$ cat src/rtl/sm83_flags_ctl_pkg.sv
// Shared types for the SM83 flag-update sequencer.
// Holds the opcode and state enums, the strobe bundle and a legality helper.
// No logic here: the decoder and the FSM use these types.
package sm83_flags_ctl_pkg;

    // Values 8..15 are not named: they decode as illegal opcodes.
    typedef enum logic [3:0] {
        OP_NOP     = 4'd0,
        OP_ALU     = 4'd1,
        OP_INCDEC  = 4'd2,
        OP_ADD16   = 4'd3,
        OP_ROT     = 4'd4,
        OP_DAA     = 4'd5,
        OP_POP_AF  = 4'd6,
        OP_PUSH_AF = 4'd7
    } flags_op_t;

    typedef enum logic [1:0] {
        ST_IDLE = 2'd0,
        ST_S1   = 2'd1,
        ST_S2   = 2'd2,
        ST_S3   = 2'd3
    } flags_state_t;

    // Every per-cycle control line that goes to the flags register or its datapath.
    typedef struct packed {
        logic flags_bus;
        logic flags_alu;
        logic flags_loop;
        logic flags_oe;
        logic zero_we;
        logic zero_clr;
        logic half_carry_we;
        logic half_carry_set;
        logic half_carry_cpl;
        logic daa_carry_we;
        logic neg_we;
        logic neg_set;
        logic neg_clr;
        logic carry_we;
        logic carry_set;
        logic carry_cpl;
        logic sec_carry_we;
        logic sec_carry_sh;
        logic sec_carry_daa;
        logic sec_carry_sel;
    } flags_strobe_t;

    localparam flags_strobe_t FLAGS_STROBE_NONE = '0;

    function automatic logic op_is_legal(input logic [3:0] op);
        return (op < 4'd8);
    endfunction

endpackage

$ cat src/rtl/sm83_flags_ctl_if.sv
// Command handshake and flags-register strobe bundle for sm83_flags_ctl.
// master = control unit side (offers commands), slave = sequencer side.
// cmd_ready/cmd_valid form the only handshake; strobes have no flow control.
interface sm83_flags_ctl_if;
    logic       cmd_valid;
    logic       cmd_ready;
    logic [3:0] cmd_op;
    logic       busy;
    logic       done;
    logic       illegal;
    logic       flags_loop;
    logic       flags_oe;
    logic       flags_bus;
    logic       flags_alu;
    logic       zero_we;
    logic       zero_clr;
    logic       half_carry_we;
    logic       half_carry_set;
    logic       half_carry_cpl;
    logic       daa_carry_we;
    logic       neg_we;
    logic       neg_set;
    logic       neg_clr;
    logic       carry_we;
    logic       sec_carry_we;
    logic       sec_carry_sh;
    logic       sec_carry_daa;
    logic       sec_carry_sel;
    logic       carry_set;
    logic       carry_cpl;

    modport master (
        output cmd_valid, cmd_op,
        input  cmd_ready, busy, done, illegal, flags_loop, flags_oe,
        input  flags_bus, flags_alu, zero_we, zero_clr, half_carry_we,
        input  half_carry_set, half_carry_cpl, daa_carry_we, neg_we, neg_set,
        input  neg_clr, carry_we, sec_carry_we, sec_carry_sh, sec_carry_daa,
        input  sec_carry_sel, carry_set, carry_cpl
    );

    modport slave (
        input  cmd_valid, cmd_op,
        output cmd_ready, busy, done, illegal, flags_loop, flags_oe,
        output flags_bus, flags_alu, zero_we, zero_clr, half_carry_we,
        output half_carry_set, half_carry_cpl, daa_carry_we, neg_we, neg_set,
        output neg_clr, carry_we, sec_carry_we, sec_carry_sh, sec_carry_daa,
        output sec_carry_sel, carry_set, carry_cpl
    );
endinterface

$ cat src/rtl/sm83_flags_ctl_decode.sv
// Step decoder: (registered op, state) -> flags strobes, last-step and illegal flags.
// Purely combinational, zero latency.
// No backpressure; IDLE always yields no strobes.
module sm83_flags_ctl_decode
    import sm83_flags_ctl_pkg::*;
(
    input  flags_op_t     op,
    input  flags_state_t  state,
    output flags_strobe_t strb,
    output logic          last,
    output logic          illegal
);

    // Per-op step table; single-step ops treat any active state as their last step.
    always_comb begin
        strb    = FLAGS_STROBE_NONE;
        last    = 1'b0;
        illegal = 1'b0;
        if (state != ST_IDLE) begin
            case (op)
                OP_NOP: last = 1'b1;
                OP_ALU, OP_INCDEC: begin
                    strb.flags_alu     = 1'b1;
                    strb.zero_we       = 1'b1;
                    strb.neg_we        = 1'b1;
                    strb.half_carry_we = 1'b1;
                    strb.daa_carry_we  = 1'b1;
                    strb.carry_we      = (op == OP_ALU);
                    last               = 1'b1;
                end
                OP_ADD16: begin
                    // Low byte only chains the carry; high byte settles H, C and clears N.
                    strb.flags_alu = 1'b1;
                    strb.carry_we  = 1'b1;
                    if (state != ST_S1) begin
                        strb.half_carry_we = 1'b1;
                        strb.neg_we        = 1'b1;
                        strb.neg_clr       = 1'b1;
                        last               = 1'b1;
                    end
                end
                OP_ROT, OP_DAA: begin
                    case (state)
                        ST_S1: begin
                            strb.sec_carry_we  = 1'b1;
                            strb.sec_carry_sh  = (op == OP_ROT);
                            strb.sec_carry_daa = (op == OP_DAA);
                        end
                        ST_S2: begin
                            strb.flags_alu     = 1'b1;
                            strb.zero_we       = 1'b1;
                            strb.half_carry_we = 1'b1;
                            if (op == OP_ROT) begin
                                strb.zero_clr = 1'b1;
                                strb.neg_we   = 1'b1;
                                strb.neg_clr  = 1'b1;
                            end
                        end
                        default: begin
                            // Commit the secondary carry into the primary carry via the loopback.
                            strb.sec_carry_sel = 1'b1;
                            strb.flags_loop    = 1'b1;
                            strb.flags_bus     = 1'b1;
                            strb.carry_we      = 1'b1;
                            last               = 1'b1;
                        end
                    endcase
                end
                OP_POP_AF: begin
                    strb.flags_bus     = 1'b1;
                    strb.zero_we       = 1'b1;
                    strb.neg_we        = 1'b1;
                    strb.half_carry_we = 1'b1;
                    strb.carry_we      = 1'b1;
                    last               = 1'b1;
                end
                OP_PUSH_AF: begin
                    strb.flags_oe = 1'b1;
                    last          = 1'b1;
                end
                default: begin
                    illegal = !op_is_legal(op);
                    last    = 1'b1;
                end
            endcase
        end
    end

endmodule

$ cat src/rtl/sm83_flags_ctl.sv
// Flag-update sequencer: one command per instruction, 1-3 strobe cycles per command.
// Latency: command accepted at edge k drives its first step in cycle k..k+1.
// Backpressure: cmd_ready only in IDLE or on a last step (back-to-back with no bubble).
module sm83_flags_ctl
    import sm83_flags_ctl_pkg::*;
(
    input  logic               clk,
    input  logic               reset,
    sm83_flags_ctl_if.slave    bus
);

    flags_state_t  state_q, state_d;
    flags_op_t     op_q;
    flags_strobe_t strb;
    logic          last;
    logic          illegal;
    logic          ready;
    logic          accept;

    sm83_flags_ctl_decode u_decode (
        .op      (op_q),
        .state   (state_q),
        .strb    (strb),
        .last    (last),
        .illegal (illegal)
    );

    assign ready  = (state_q == ST_IDLE) || last;
    assign accept = bus.cmd_valid && ready;

    // Next state: start S1 on accept, step through the sequence, fall to IDLE after the last step.
    always_comb begin
        state_d = state_q;
        case (state_q)
            ST_IDLE: if (accept) state_d = ST_S1;
            ST_S1:   state_d = last ? (accept ? ST_S1 : ST_IDLE) : ST_S2;
            ST_S2:   state_d = last ? (accept ? ST_S1 : ST_IDLE) : ST_S3;
            default: state_d = accept ? ST_S1 : ST_IDLE;
        endcase
    end

    // State and opcode registers; opcode is captured only on the accept edge.
    always_ff @(posedge clk or posedge reset) begin
        if (reset) begin
            state_q <= ST_IDLE;
            op_q    <= OP_NOP;
        end else begin
            state_q <= state_d;
            if (accept) op_q <= flags_op_t'(bus.cmd_op);
        end
    end

    assign bus.cmd_ready      = ready;
    assign bus.busy           = (state_q != ST_IDLE);
    assign bus.done           = last;
    assign bus.illegal        = illegal;
    assign bus.flags_loop     = strb.flags_loop;
    assign bus.flags_oe       = strb.flags_oe;
    assign bus.flags_bus      = strb.flags_bus;
    assign bus.flags_alu      = strb.flags_alu;
    assign bus.zero_we        = strb.zero_we;
    assign bus.zero_clr       = strb.zero_clr;
    assign bus.half_carry_we  = strb.half_carry_we;
    assign bus.half_carry_set = strb.half_carry_set;
    assign bus.half_carry_cpl = strb.half_carry_cpl;
    assign bus.daa_carry_we   = strb.daa_carry_we;
    assign bus.neg_we         = strb.neg_we;
    assign bus.neg_set        = strb.neg_set;
    assign bus.neg_clr        = strb.neg_clr;
    assign bus.carry_we       = strb.carry_we;
    assign bus.sec_carry_we   = strb.sec_carry_we;
    assign bus.sec_carry_sh   = strb.sec_carry_sh;
    assign bus.sec_carry_daa  = strb.sec_carry_daa;
    assign bus.sec_carry_sel  = strb.sec_carry_sel;
    assign bus.carry_set      = strb.carry_set;
    assign bus.carry_cpl      = strb.carry_cpl;

    // Register exclusivity: one data source per written flag unless a set/clr supplies the value.
    logic src_one;
    logic sec_src_one;
    assign src_one     = $onehot({strb.flags_bus, strb.flags_alu});
    assign sec_src_one = $onehot({strb.sec_carry_sh, strb.sec_carry_daa});

    a_bus_alu_excl: assert property (@(posedge clk) disable iff (reset)
        !(strb.flags_bus && strb.flags_alu));
    a_carry_excl: assert property (@(posedge clk) disable iff (reset)
        !(strb.carry_we && strb.sec_carry_we));
    a_zero_src: assert property (@(posedge clk) disable iff (reset)
        !strb.zero_we || src_one || strb.zero_clr);
    a_half_src: assert property (@(posedge clk) disable iff (reset)
        !strb.half_carry_we || src_one || strb.half_carry_set || strb.half_carry_cpl);
    a_neg_src: assert property (@(posedge clk) disable iff (reset)
        !strb.neg_we || src_one || strb.neg_set || strb.neg_clr);
    a_carry_src: assert property (@(posedge clk) disable iff (reset)
        !strb.carry_we || src_one || strb.carry_set || strb.carry_cpl);
    a_daa_src: assert property (@(posedge clk) disable iff (reset)
        !strb.daa_carry_we || src_one);
    a_sec_src: assert property (@(posedge clk) disable iff (reset)
        !strb.sec_carry_we || sec_src_one);

endmodule

$ cat src/flat_wrapper.sv
// flat-port wrapper written by rule: the top's interface ports become plain ports
module sm83_flags_ctl_flat import sm83_flags_ctl_pkg::*;
  (clk, reset, bus_cmd_valid, bus_cmd_op, bus_cmd_ready, bus_busy, bus_done, bus_illegal, bus_flags_loop, bus_flags_oe, bus_flags_bus, bus_flags_alu, bus_zero_we, bus_zero_clr, bus_half_carry_we, bus_half_carry_set, bus_half_carry_cpl, bus_daa_carry_we, bus_neg_we, bus_neg_set, bus_neg_clr, bus_carry_we, bus_sec_carry_we, bus_sec_carry_sh, bus_sec_carry_daa, bus_sec_carry_sel, bus_carry_set, bus_carry_cpl);
  sm83_flags_ctl_if bus_i ();
  input  logic clk;
  input  logic reset;
  input wire logic [$bits(bus_i.cmd_valid)-1:0] bus_cmd_valid;
  input wire logic [$bits(bus_i.cmd_op)-1:0] bus_cmd_op;
  output wire logic [$bits(bus_i.cmd_ready)-1:0] bus_cmd_ready;
  output wire logic [$bits(bus_i.busy)-1:0] bus_busy;
  output wire logic [$bits(bus_i.done)-1:0] bus_done;
  output wire logic [$bits(bus_i.illegal)-1:0] bus_illegal;
  output wire logic [$bits(bus_i.flags_loop)-1:0] bus_flags_loop;
  output wire logic [$bits(bus_i.flags_oe)-1:0] bus_flags_oe;
  output wire logic [$bits(bus_i.flags_bus)-1:0] bus_flags_bus;
  output wire logic [$bits(bus_i.flags_alu)-1:0] bus_flags_alu;
  output wire logic [$bits(bus_i.zero_we)-1:0] bus_zero_we;
  output wire logic [$bits(bus_i.zero_clr)-1:0] bus_zero_clr;
  output wire logic [$bits(bus_i.half_carry_we)-1:0] bus_half_carry_we;
  output wire logic [$bits(bus_i.half_carry_set)-1:0] bus_half_carry_set;
  output wire logic [$bits(bus_i.half_carry_cpl)-1:0] bus_half_carry_cpl;
  output wire logic [$bits(bus_i.daa_carry_we)-1:0] bus_daa_carry_we;
  output wire logic [$bits(bus_i.neg_we)-1:0] bus_neg_we;
  output wire logic [$bits(bus_i.neg_set)-1:0] bus_neg_set;
  output wire logic [$bits(bus_i.neg_clr)-1:0] bus_neg_clr;
  output wire logic [$bits(bus_i.carry_we)-1:0] bus_carry_we;
  output wire logic [$bits(bus_i.sec_carry_we)-1:0] bus_sec_carry_we;
  output wire logic [$bits(bus_i.sec_carry_sh)-1:0] bus_sec_carry_sh;
  output wire logic [$bits(bus_i.sec_carry_daa)-1:0] bus_sec_carry_daa;
  output wire logic [$bits(bus_i.sec_carry_sel)-1:0] bus_sec_carry_sel;
  output wire logic [$bits(bus_i.carry_set)-1:0] bus_carry_set;
  output wire logic [$bits(bus_i.carry_cpl)-1:0] bus_carry_cpl;
  assign bus_i.cmd_valid = bus_cmd_valid;
  assign bus_i.cmd_op = bus_cmd_op;
  assign bus_cmd_ready = bus_i.cmd_ready;
  assign bus_busy = bus_i.busy;
  assign bus_done = bus_i.done;
  assign bus_illegal = bus_i.illegal;
  assign bus_flags_loop = bus_i.flags_loop;
  assign bus_flags_oe = bus_i.flags_oe;
  assign bus_flags_bus = bus_i.flags_bus;
  assign bus_flags_alu = bus_i.flags_alu;
  assign bus_zero_we = bus_i.zero_we;
  assign bus_zero_clr = bus_i.zero_clr;
  assign bus_half_carry_we = bus_i.half_carry_we;
  assign bus_half_carry_set = bus_i.half_carry_set;
  assign bus_half_carry_cpl = bus_i.half_carry_cpl;
  assign bus_daa_carry_we = bus_i.daa_carry_we;
  assign bus_neg_we = bus_i.neg_we;
  assign bus_neg_set = bus_i.neg_set;
  assign bus_neg_clr = bus_i.neg_clr;
  assign bus_carry_we = bus_i.carry_we;
  assign bus_sec_carry_we = bus_i.sec_carry_we;
  assign bus_sec_carry_sh = bus_i.sec_carry_sh;
  assign bus_sec_carry_daa = bus_i.sec_carry_daa;
  assign bus_sec_carry_sel = bus_i.sec_carry_sel;
  assign bus_carry_set = bus_i.carry_set;
  assign bus_carry_cpl = bus_i.carry_cpl;
  sm83_flags_ctl u_core (.clk(clk), .reset(reset), .bus(bus_i));
endmodule
$ cat config.mk
export PLATFORM = sky130hd
export DESIGN_NAME = sm83_flags_ctl_flat
export DESIGN_NICKNAME = d
export VERILOG_FILES = /design/src/rtl/sm83_flags_ctl_pkg.sv /design/src/rtl/sm83_flags_ctl_if.sv /design/src/rtl/sm83_flags_ctl_decode.sv /design/src/rtl/sm83_flags_ctl.sv /design/src/flat_wrapper.sv
export SDC_FILE = /design/constraint.sdc
export NUM_CORES = 1
export LEC_CHECK = 0
export ABC_AREA = 1
export BUFFER_PORTS_ARGS = -buffer_cell sky130_fd_sc_hd__buf_2
export CAP_MARGIN = 0
export CORE_MARGIN = 1.5
export CORE_UTILIZATION = 26
export DETAILED_ROUTE_END_ITERATION = 6
export PLACE_DENSITY_LB_ADDON = 0.1
export REMOVE_ABC_BUFFERS = 1
export SYNTH_ARGS = -nofsm -noshare
export SYNTH_HDL_FRONTEND = slang
export SYNTH_SLANG_ARGS = --single-unit
$ cat constraint.sdc
create_clock -name clk -period 2.7 [get_ports clk]
set_input_delay 0.405 -clock clk [delete_from_list [all_inputs] [get_ports clk]]
set_output_delay 0.405 -clock clk [all_outputs]
set_load 0.03 [all_outputs]
==> results of run 1 <==
## sequential cells by signal (all words and copies together) (netlist names)
signal / flops
u_core.state_q: 2
u_core.op_q: 4
## power breakdown
group	switching [mW]	internal [mW]	total [mW]	leakage, nW
Sequential	0.0363	0.117	0.153	0.0743
Clock	0.0287	0.0500	0.0787	0.0138
Combinational	0.424	0.161	0.585	0.396
## logic make-up after synthesis
kind of cell	share of synthesized area [%]
other cells	0.5530
flops	22.14
buf+inv	16.97
compound gates	6.457
simple gates	46.50
fa+ha+maj	7.380
## final cells by class
type                       count  area, um^2
inverter                      16       61.31
multi-input combinational     72       427.9
tap                           30       37.54
clock buffer                   3       22.52
fill                         293        1653
sequential                     6       150.1
timing repair buffer          25       125.1
## metal layers
layer,up-vias,share of wire (%),wire (um),track usage [%]
li1,350,-,-,-
met1,307,45,697,14.36
met2,19,49,768,19.31
met3,2,5.2,82,0.8333
met4,0,0.96,15,7.500
met5,-,0,0,0
## worst max path at each step
| stage | slack (ns) | endpoint | cells past startpoint | start |
|---|---|---|---|---|
| floorplan | 0.53 | bus_flags_oe | 3 | u_core.state_q[0] |
| global placement | 0.66 | bus_neg_we | 7 | u_core.state_q[0] |
| detailed placement | 0.61 | bus_neg_we | 7 | u_core.state_q[0] |
| CTS | 0.35 | bus_neg_we | 7 | u_core.state_q[0] |
| global route | 0.17 | bus_neg_we | 7 | u_core.state_q[0] |
| finish | 0.37 | bus_neg_we | 7 | u_core.state_q[0] |
## cell usage after synthesis (2+ instances only)
cell and count:
nand3_1 7, nand2_1 21, ha_1 4, inv_2 4, nor2_2 2, nor2_1 11, nor4_1 3, nand2_2 3
a21oi_1 2, nand3_2 3, nand2_4 2, buf_4 6, inv_1 11, dfrtp_1 6
## critical path: stages, from the launching register on
cell and delay, ns:
dfrtp_1 0.40, inv_1 0.09, ha_1 0.44, inv_2 0.18, nand2_1 0.16, o22ai_2 0.08
a21o_1 0.17, buf_2 0.17
==> impl_metrics.csv, run 1 <==
group,metric,value,unit
status,status,"finished clean",
yosys,synth_ff_type,"dfrtp_1",
placed_design,gp_congestion,0.7508,
die,start_util,27.37,%
yosys,yosysTopAreaCell,"dfrtp_1",
drt,routedWlPerCell,10.28,um
critical_path,crit_path_start_kind,"flip-flop",
timing,report.final.slew_viol_count,0,
critical_path,r2r-end,"u_core.state_q[1]",
job,drv_cap,0,
timing,hold_viol_final,0,
yosys,netlist_instances,98,
placed_design,io_buffer_count,25,
grt,track_usage,11.62,%
power,ir_worst_vdd,0.0004027,V
critical_path,path_class,"reg -> out",
die,core-area,2477,um^2
clocking,cts_made_buffers,3,
critical_path,r2r.worst_path.cells,7,
timing,fmax,0.4294,GHz
cells_and_area,finish.utilization,33.28,%
grt,antenna_found_initial,0,
placed_design,post-place-ws,0.6093,ns
timing,fin_crit,2.329,ns
timing,setup_ws,0.3714,ns
grt,grt_pass1_vias,604,
timing,rsz0062_at_grt,"no",
yosys,ys_types,27,
cells_and_area,finalNetCount,135,
placed_design,placedCellCount,149,
grt,grt_max_degree,13,
placed_design,placed_cell_area,802.0,um^2
yosys,netlist.area_leader.share,22.14,%
cells_and_area,final_cell_mix,"buf_2, nand2_1, inv_1, nor2_1, nand3_1",
clocking,cts-root-buf,"clkbuf_4",
drt,drt_pre_antenna_iters,4,
power,p_total,0.8170,mW
worst_hold_path,hold_path.class,"in -> async",
clocking,worstSkewPairLatency,0.24,ns
timing,finalSetupViolCount,0,
die,fp.dieArea,2924,um^2
cells_and_area,stdcell_count,152,
placed_design,hpwl,1322,um
timing,hold_slack,0.06676,ns
yosys,synth-edff-count,0,
cells_and_area,antenna_cells,0,
cells_and_area,mostFrequentLayoutCell,"buf_2",
clocking,cts_setup_buffers,0,
cells_and_area,syn_to_final_growth,21.59,%
clocking,clkTransAtPathRegs,0.04,ns
yosys,netlist_area,678.2,um^2
critical_path,critPathMaxFanout,12,
clocking,cts_hold_buffers,0,
grt,grt_overflow,0,
yosys,synthArstFlopShare,100.0,%
yosys,ys_ff_latch,6,
timing,finalCritPeriodShare,86.25,%
clocking,clock_path_buffers,2,
yosys,synth_area_leaders,"dfrtp_1, nand2_1, ha_1",
clocking,h-tree-depth,1,
critical_path,worstPathArrival,1.92,ns
critical_path,r2r_slack,1.06,ns
critical_path,critPathCaptureType,"primary output",
critical_path,cp.required,2.30,ns
power,powerDensity,990.9,nW/um^2
yosys,syn_avg_cell_area,6.920,um^2
timing,tns,0,ns
drt,vias,678,
yosys,ys_seq_area_share,22.14,%
yosys,ys_warn_count,0,
drt,drc_errors,0,
clocking,post_cts_resized,0,
die,die_y,54.07,um
drt,via_per_inst,4.461,
timing,skew,0.003786,ns
die,pin_count,31,
clocking,clkSinkCount,6,
power,p_leak,0.4841,nW
cells_and_area,drive_gt1_share,38.52,%
drt,ant_nets,0,
clocking,cts_tree,"done",
die,rows,18,
die,die_w,54.07,um
critical_path,crit-reg2reg-launch,"u_core.state_q[0]",
grt,grt_pass1_wl,2470,um
drt,finalWirelength,1563,um
cells_and_area,fin_area,824.5,um^2
drt,drtIter0Drc,12,
Note: power is estimated with default switching activity, not from simulation.
==> inputs of run 2 (changes only) <==
--- a/config.mk
+++ b/config.mk
@@ -9,7 +9,7 @@
 export BUFFER_PORTS_ARGS = -buffer_cell sky130_fd_sc_hd__buf_2
 export CAP_MARGIN = 0
 export CORE_MARGIN = 1.5
-export CORE_UTILIZATION = 26
+export CORE_UTILIZATION = 25
 export DETAILED_ROUTE_END_ITERATION = 6
 export PLACE_DENSITY_LB_ADDON = 0.1
 export REMOVE_ABC_BUFFERS = 1
==> impl_metrics.csv, run 2 (synthesis gave the netlist of run 1 again) <==
group,metric,value,unit
status,status,"finished clean",
clocking,cts_made_buffers,3,
cells_and_area,finish.utilization,32.69,%
power,p_leak,0.4841,nW
timing,setup_ws,0.3470,ns
die,pin_count,31,
cells_and_area,fillers,295,
cells_and_area,fin_area,824.5,um^2
critical_path,critical_path_buf_inv_count,3,
critical_path,critPathMaxFanout,12,
drt,ant_nets,0,
drt,drc_errors,0,
die,rows,18,
placed_design,post-place-ws,0.5706,ns
critical_path,worstPathArrival,1.95,ns
timing,report.final.slew_viol_count,0,
clocking,cts_setup_buffers,0,
clocking,cts_hold_buffers,0,
drt,via_per_inst,4.336,
drt,routedWlPerCell,10.51,um
clocking,clock_path_buffers,2,
timing,hold_viol_final,0,
drt,drtIter0Drc,15,
clocking,cts_tree,"done",
cells_and_area,syn_to_final_growth,21.59,%
grt,track_usage,12.02,%
cells_and_area,finalNetCount,135,
cells_and_area,multiInputGateArea,427.9,um^2
timing,finalSetupViolCount,0,
grt,grt_pass1_vias,573,
timing,fin_crit,2.353,ns
power,powerDensity,998.1,nW/um^2
timing,fmax,0.4250,GHz
die,core-area,2522,um^2
critical_path,r2r-end,"u_core.state_q[1]",
cells_and_area,largest_registers,"u_core.op_q x4, u_core.state_q x2",
clocking,clkTransAtPathRegs,0.04,ns
die,start_util,26.88,%
drt,vias,659,
die,die_y,55.08,um
job,drv_cap,0,
critical_path,crit_path_start_kind,"flip-flop",
cells_and_area,top_register,"u_core.op_q",
placed_design,io_buffer_count,25,
drt,finalWirelength,1597,um
timing,tns,0,ns
grt,grt_overflow,0,
cells_and_area,mostFrequentLayoutCell,"buf_2",
cells_and_area,seqCellArea,150.1,um^2
critical_path,path_class,"reg -> out",
critical_path,r2r.worst_path.cells,7,
clocking,clkSinkCount,6,
grt,antenna_found_initial,0,
cells_and_area,drive_gt1_share,38.52,%
cells_and_area,antenna_cells,0,
clocking,post_cts_resized,0,
critical_path,r2r_slack,1.04,ns
worst_hold_path,hold_path.class,"in -> async",
drt,drt_pre_antenna_iters,4,
clocking,h-tree-depth,1,
placed_design,gp_congestion,0.7592,
clocking,cts-root-buf,"clkbuf_4",
clocking,worstSkewPairLatency,0.24,ns
critical_path,critPathCaptureType,"primary output",
critical_path,crit_slowest_cell,"ha_1",
placed_design,placed_cell_area,802.0,um^2
timing,skew,0.0003275,ns
grt,grt_pass1_wl,2546,um
grt,grt_max_degree,13,
timing,rsz0062_at_grt,"no",
cells_and_area,largest_register_ffs,4,
placed_design,hpwl,1335,um
timing,finalCritPeriodShare,87.15,%
cells_and_area,final_cell_mix,"buf_2, nand2_1, inv_1, nor2_1, nand3_1",
critical_path,crit-reg2reg-launch,"u_core.state_q[0]",
critical_path,cp.required,2.30,ns
critical_path,crit_chain,"inv_1 -> ha_1 -> inv_2 -> nand2_1 -> o22ai_2 -> a21o_1 -> buf_2",
die,die_w,55.08,um
critical_path,cpLargestDelayFamily,"adder cells",
critical_path,max_stage_delay,0.46,ns
power,ir_worst_vdd,0.0003590,V
die,fp.dieArea,3034,um^2
==> run 2: cell counts in the layout (fill, tap and decap cells not counted) <==
No cell type changed its count.
==> run 2: through the flow <==
step                instances  power (mW)  hold slack [ns]
floorplan                  94      0.6047           0.1960
global placement          149      0.7525           0.3413
global route              152      0.9056          0.08011
CTS                       152      0.8390          0.07966
detailed placement        149      0.7540           0.3388
finish                    152      0.8230          0.07652
==> run 2: metal layers <==
| layer | global-route usage, % | wire (um) | vias up |
|---|---|---|---|
| li1 | - | - | 349 |
| met3 | 1.613 | 92 | 2 |
| met5 | 0 | 0 | - |
| met4 | 7.724 | 15 | 0 |
| met1 | 15.22 | 768 | 287 |
| met2 | 19.05 | 720 | 21 |
==> run 2: how the worst max path moves through the flow <==
stage	startpoint	end	slack (ns)	cells after the start
2_1_floorplan	u_core.state_q[0]	bus_flags_oe	0.53	3
3_3_place_gp	u_core.state_q[0]	bus_neg_we	0.64	7
3_5_place_dp	u_core.state_q[0]	bus_neg_we	0.57	7
4_1_cts	u_core.state_q[0]	bus_neg_we	0.30	7
5_1_grt	u_core.state_q[0]	bus_neg_we	0.16	7
6_report	u_core.state_q[0]	bus_neg_we	0.35	7
==> run 2: final cells by class <==
| class | instances | share of cell area (%) |
|---|---|---|
| tap | 30 | 4.552 |
| multi-input combinational | 72 | 51.90 |
| sequential | 6 | 18.21 |
| clock buffer | 3 | 2.731 |
| inverter | 16 | 7.436 |
| timing repair buffer | 25 | 15.17 |
==> run 2: report_power, final <==
part,internal (mW),switching (mW)
registers,0.117,0.0352
clock network,0.0500,0.0283
logic,0.162,0.431
total,0.329,0.494
==> inputs of run 3 (changes only) <==
--- a/config.mk
+++ b/config.mk
@@ -8,9 +8,10 @@
 export ABC_AREA = 1
 export BUFFER_PORTS_ARGS = -buffer_cell sky130_fd_sc_hd__buf_2
 export CAP_MARGIN = 0
-export CORE_MARGIN = 1.5
+export CORE_MARGIN = 4
 export CORE_UTILIZATION = 25
 export DETAILED_ROUTE_END_ITERATION = 6
+export HOLD_SLACK_MARGIN = 0.05
 export PLACE_DENSITY_LB_ADDON = 0.1
 export REMOVE_ABC_BUFFERS = 1
 export SYNTH_ARGS = -nofsm -noshare
==> constraint.sdc (replaced) <==
create_clock -name clk -period 2.7 [get_ports clk]
set_input_delay 0.405 -clock clk [delete_from_list [all_inputs] [get_ports clk]]
set_output_delay 0.405 -clock clk [all_outputs]
set_load 0.05 [all_outputs]
==> impl_metrics.csv, run 3 (synthesis gave the netlist of run 1 again) <==
group,metric,value,unit
status,status,"finished clean",
power,ir_worst_vdd,0.0004663,V
power,powerDensity,1141,nW/um^2
critical_path,r2r.worst_path.cells,8,
critical_path,critPathMaxFanout,4,
critical_path,cp.required,2.30,ns
critical_path,critPathCaptureType,"primary output",
die,fp.dieArea,3610,um^2
critical_path,crit_slowest_cell,"dfrtp_1",
placed_design,post-place-ws,0.7394,ns
drt,ant_nets,0,
clocking,cts-root-buf,"clkbuf_4",
timing,tns,0,ns
grt,grt_pass1_vias,651,
timing,finalSetupViolCount,0,
clocking,post_cts_resized,0,
critical_path,crit_chain,"inv_1 -> ha_1 -> inv_1 -> nand3_2 -> and2_1 -> o21ai_1 -> nand2_1 -> inv_1 -> buf_2",
drt,drt_pre_antenna_iters,4,
placed_design,io_buffer_count,25,
timing,fmax,0.4536,GHz
cells_and_area,stdcell_count,153,
cells_and_area,seqCellArea,150.1,um^2
timing,skew,0.002910,ns
critical_path,path_class,"reg -> out",
cells_and_area,largest_registers,"u_core.op_q x4, u_core.state_q x2",
clocking,clock_path_buffers,2,
critical_path,critPathMostFrequentCell,"inv_1",
timing,hold_slack,0.07399,ns
grt,grt_overflow,0,
power,seqPwrFrac,16.1,%
critical_path,critical_path_buf_inv_count,4,
timing,hold_viol_final,0,
critical_path,crit-reg2reg-launch,"u_core.state_q[0]",
placed_design,placedCellCount,150,
timing,rsz0062_at_grt,"no",
clocking,clkSinkCount,6,
cells_and_area,finalNetCount,136,
placed_design,hpwl,1424,um
power,power.internal,0.3371,mW
critical_path,max_stage_delay,0.38,ns
die,die_w,60.08,um
grt,grt_max_degree,12,
drt,finalWirelength,1676,um
drt,drc_errors,0,
drt,routedWlPerCell,10.95,um
die,rows,18,
power,power.share.clock,8.4,%
grt,grt_pass1_wl,2863,um
timing,fin_crit,2.205,ns
grt,track_usage,10.45,%
drt,vias,658,
drt,via_per_inst,4.301,
job,drv_cap,0,
cells_and_area,multiInputGateArea,427.9,um^2
power,power.switching_fraction,64.50,%
placed_design,gp_congestion,0.7335,
clocking,clkTransAtPathRegs,0.04,ns
grt,antenna_found_initial,0,
cells_and_area,drive_gt1_share,39.02,%
cells_and_area,largest_register_ffs,4,
die,die_y,60.08,um
clocking,cts_setup_buffers,0,
cells_and_area,final_cell_mix,"buf_2, nand2_1, inv_1, nor2_1, nand3_1",
critical_path,worstPathArrival,1.80,ns
critical_path,r2r-end,"u_core.op_q[1]",
cells_and_area,syn_to_final_growth,22.69,%
die,start_util,26.88,%
critical_path,crit_path_start_kind,"flip-flop",
critical_path,cpLargestDelayFamily,"buffers and inverters",
timing,setup_ws,0.4954,ns
cells_and_area,antenna_cells,0,
clocking,cts_made_buffers,3,
die,pin_count,31,
power,p_leak,0.4888,nW
clocking,cts_hold_buffers,0,
clocking,h-tree-depth,1,
die,core-area,2522,um^2
cells_and_area,fillers,301,
power,comb_power_share,75.5,%
cells_and_area,mostFrequentLayoutCell,"buf_2",
worst_hold_path,hold_path.class,"in -> async",
drt,drtIter0Drc,25,
clocking,worstSkewPairLatency,0.24,ns
power,p_sw,0.6125,mW
critical_path,r2r_slack,1.28,ns
cells_and_area,top_register,"u_core.op_q",
timing,report.final.slew_viol_count,0,
clocking,cts_tree,"done",
timing,finalCritPeriodShare,81.65,%
run 3: cell types whose count changed in the layout (fill, tap and decap cells not counted):
cell | before | now
buf_4 | 0 | 1
run 3: power groups by stage:
stage | Sequential (mW) | Combinational (mW) | Clock (mW)
floorplan | 0.146 | 0.576 | 0
global placement | 0.153 | 0.729 | 0
detailed placement | 0.155 | 0.726 | 0
CTS | 0.153 | 0.728 | 0.0859
global route | 0.157 | 0.788 | 0.0916
finish | 0.153 | 0.717 | 0.0800
run 3: layout make-up:
type / count / area share [%]
Timing Repair Buffer: 26 / 15.94
Inverter: 16 / 7.368
Tap cell: 30 / 4.511
Clock buffer: 3 / 2.707
Multi-Input combinational cell: 72 / 51.43
Sequential cell: 6 / 18.05
run 3: worst max-delay path by stage:
stage | from | endpoint | slack, ns | depth (start not counted)
final | u_core.state_q[0] | bus_carry_we | 0.50 | 9
after global routing | u_core.state_q[0] | bus_carry_we | 0.34 | 9
after CTS | u_core.state_q[0] | bus_carry_we | 0.47 | 9
after detailed placement | u_core.state_q[0] | bus_carry_we | 0.74 | 9
after global placement | u_core.state_q[0] | bus_carry_we | 0.76 | 9
after floorplan | u_core.state_q[0] | bus_flags_oe | -0.03 | 3
run 3: metrics by stage:
stage          utilization (%)  instance area, um^2  power, mW
2_1_floorplan                -                639.4     0.7217
6_report                 32.99                832.0     0.9496
4_1_cts                  32.99                832.0     0.9677
3_3_place_gp             32.09                809.5     0.8818
3_5_place_dp             32.09                809.5     0.8801
5_1_grt                  32.99                832.0      1.037
run 3: metal layers:
| layer | part of all wire [%] | wire length, um | global-route usage (%) | up-vias |
|---|---|---|---|---|
| li1 | - | - | - | 348 |
| met1 | 43 | 727 | 12.23 | 284 |
| met2 | 47 | 792 | 17.44 | 22 |
| met3 | 7.9 | 132 | 1.944 | 4 |
| met4 | 1.4 | 23 | 6.329 | 0 |
| met5 | 0 | 0 | 0 | - |
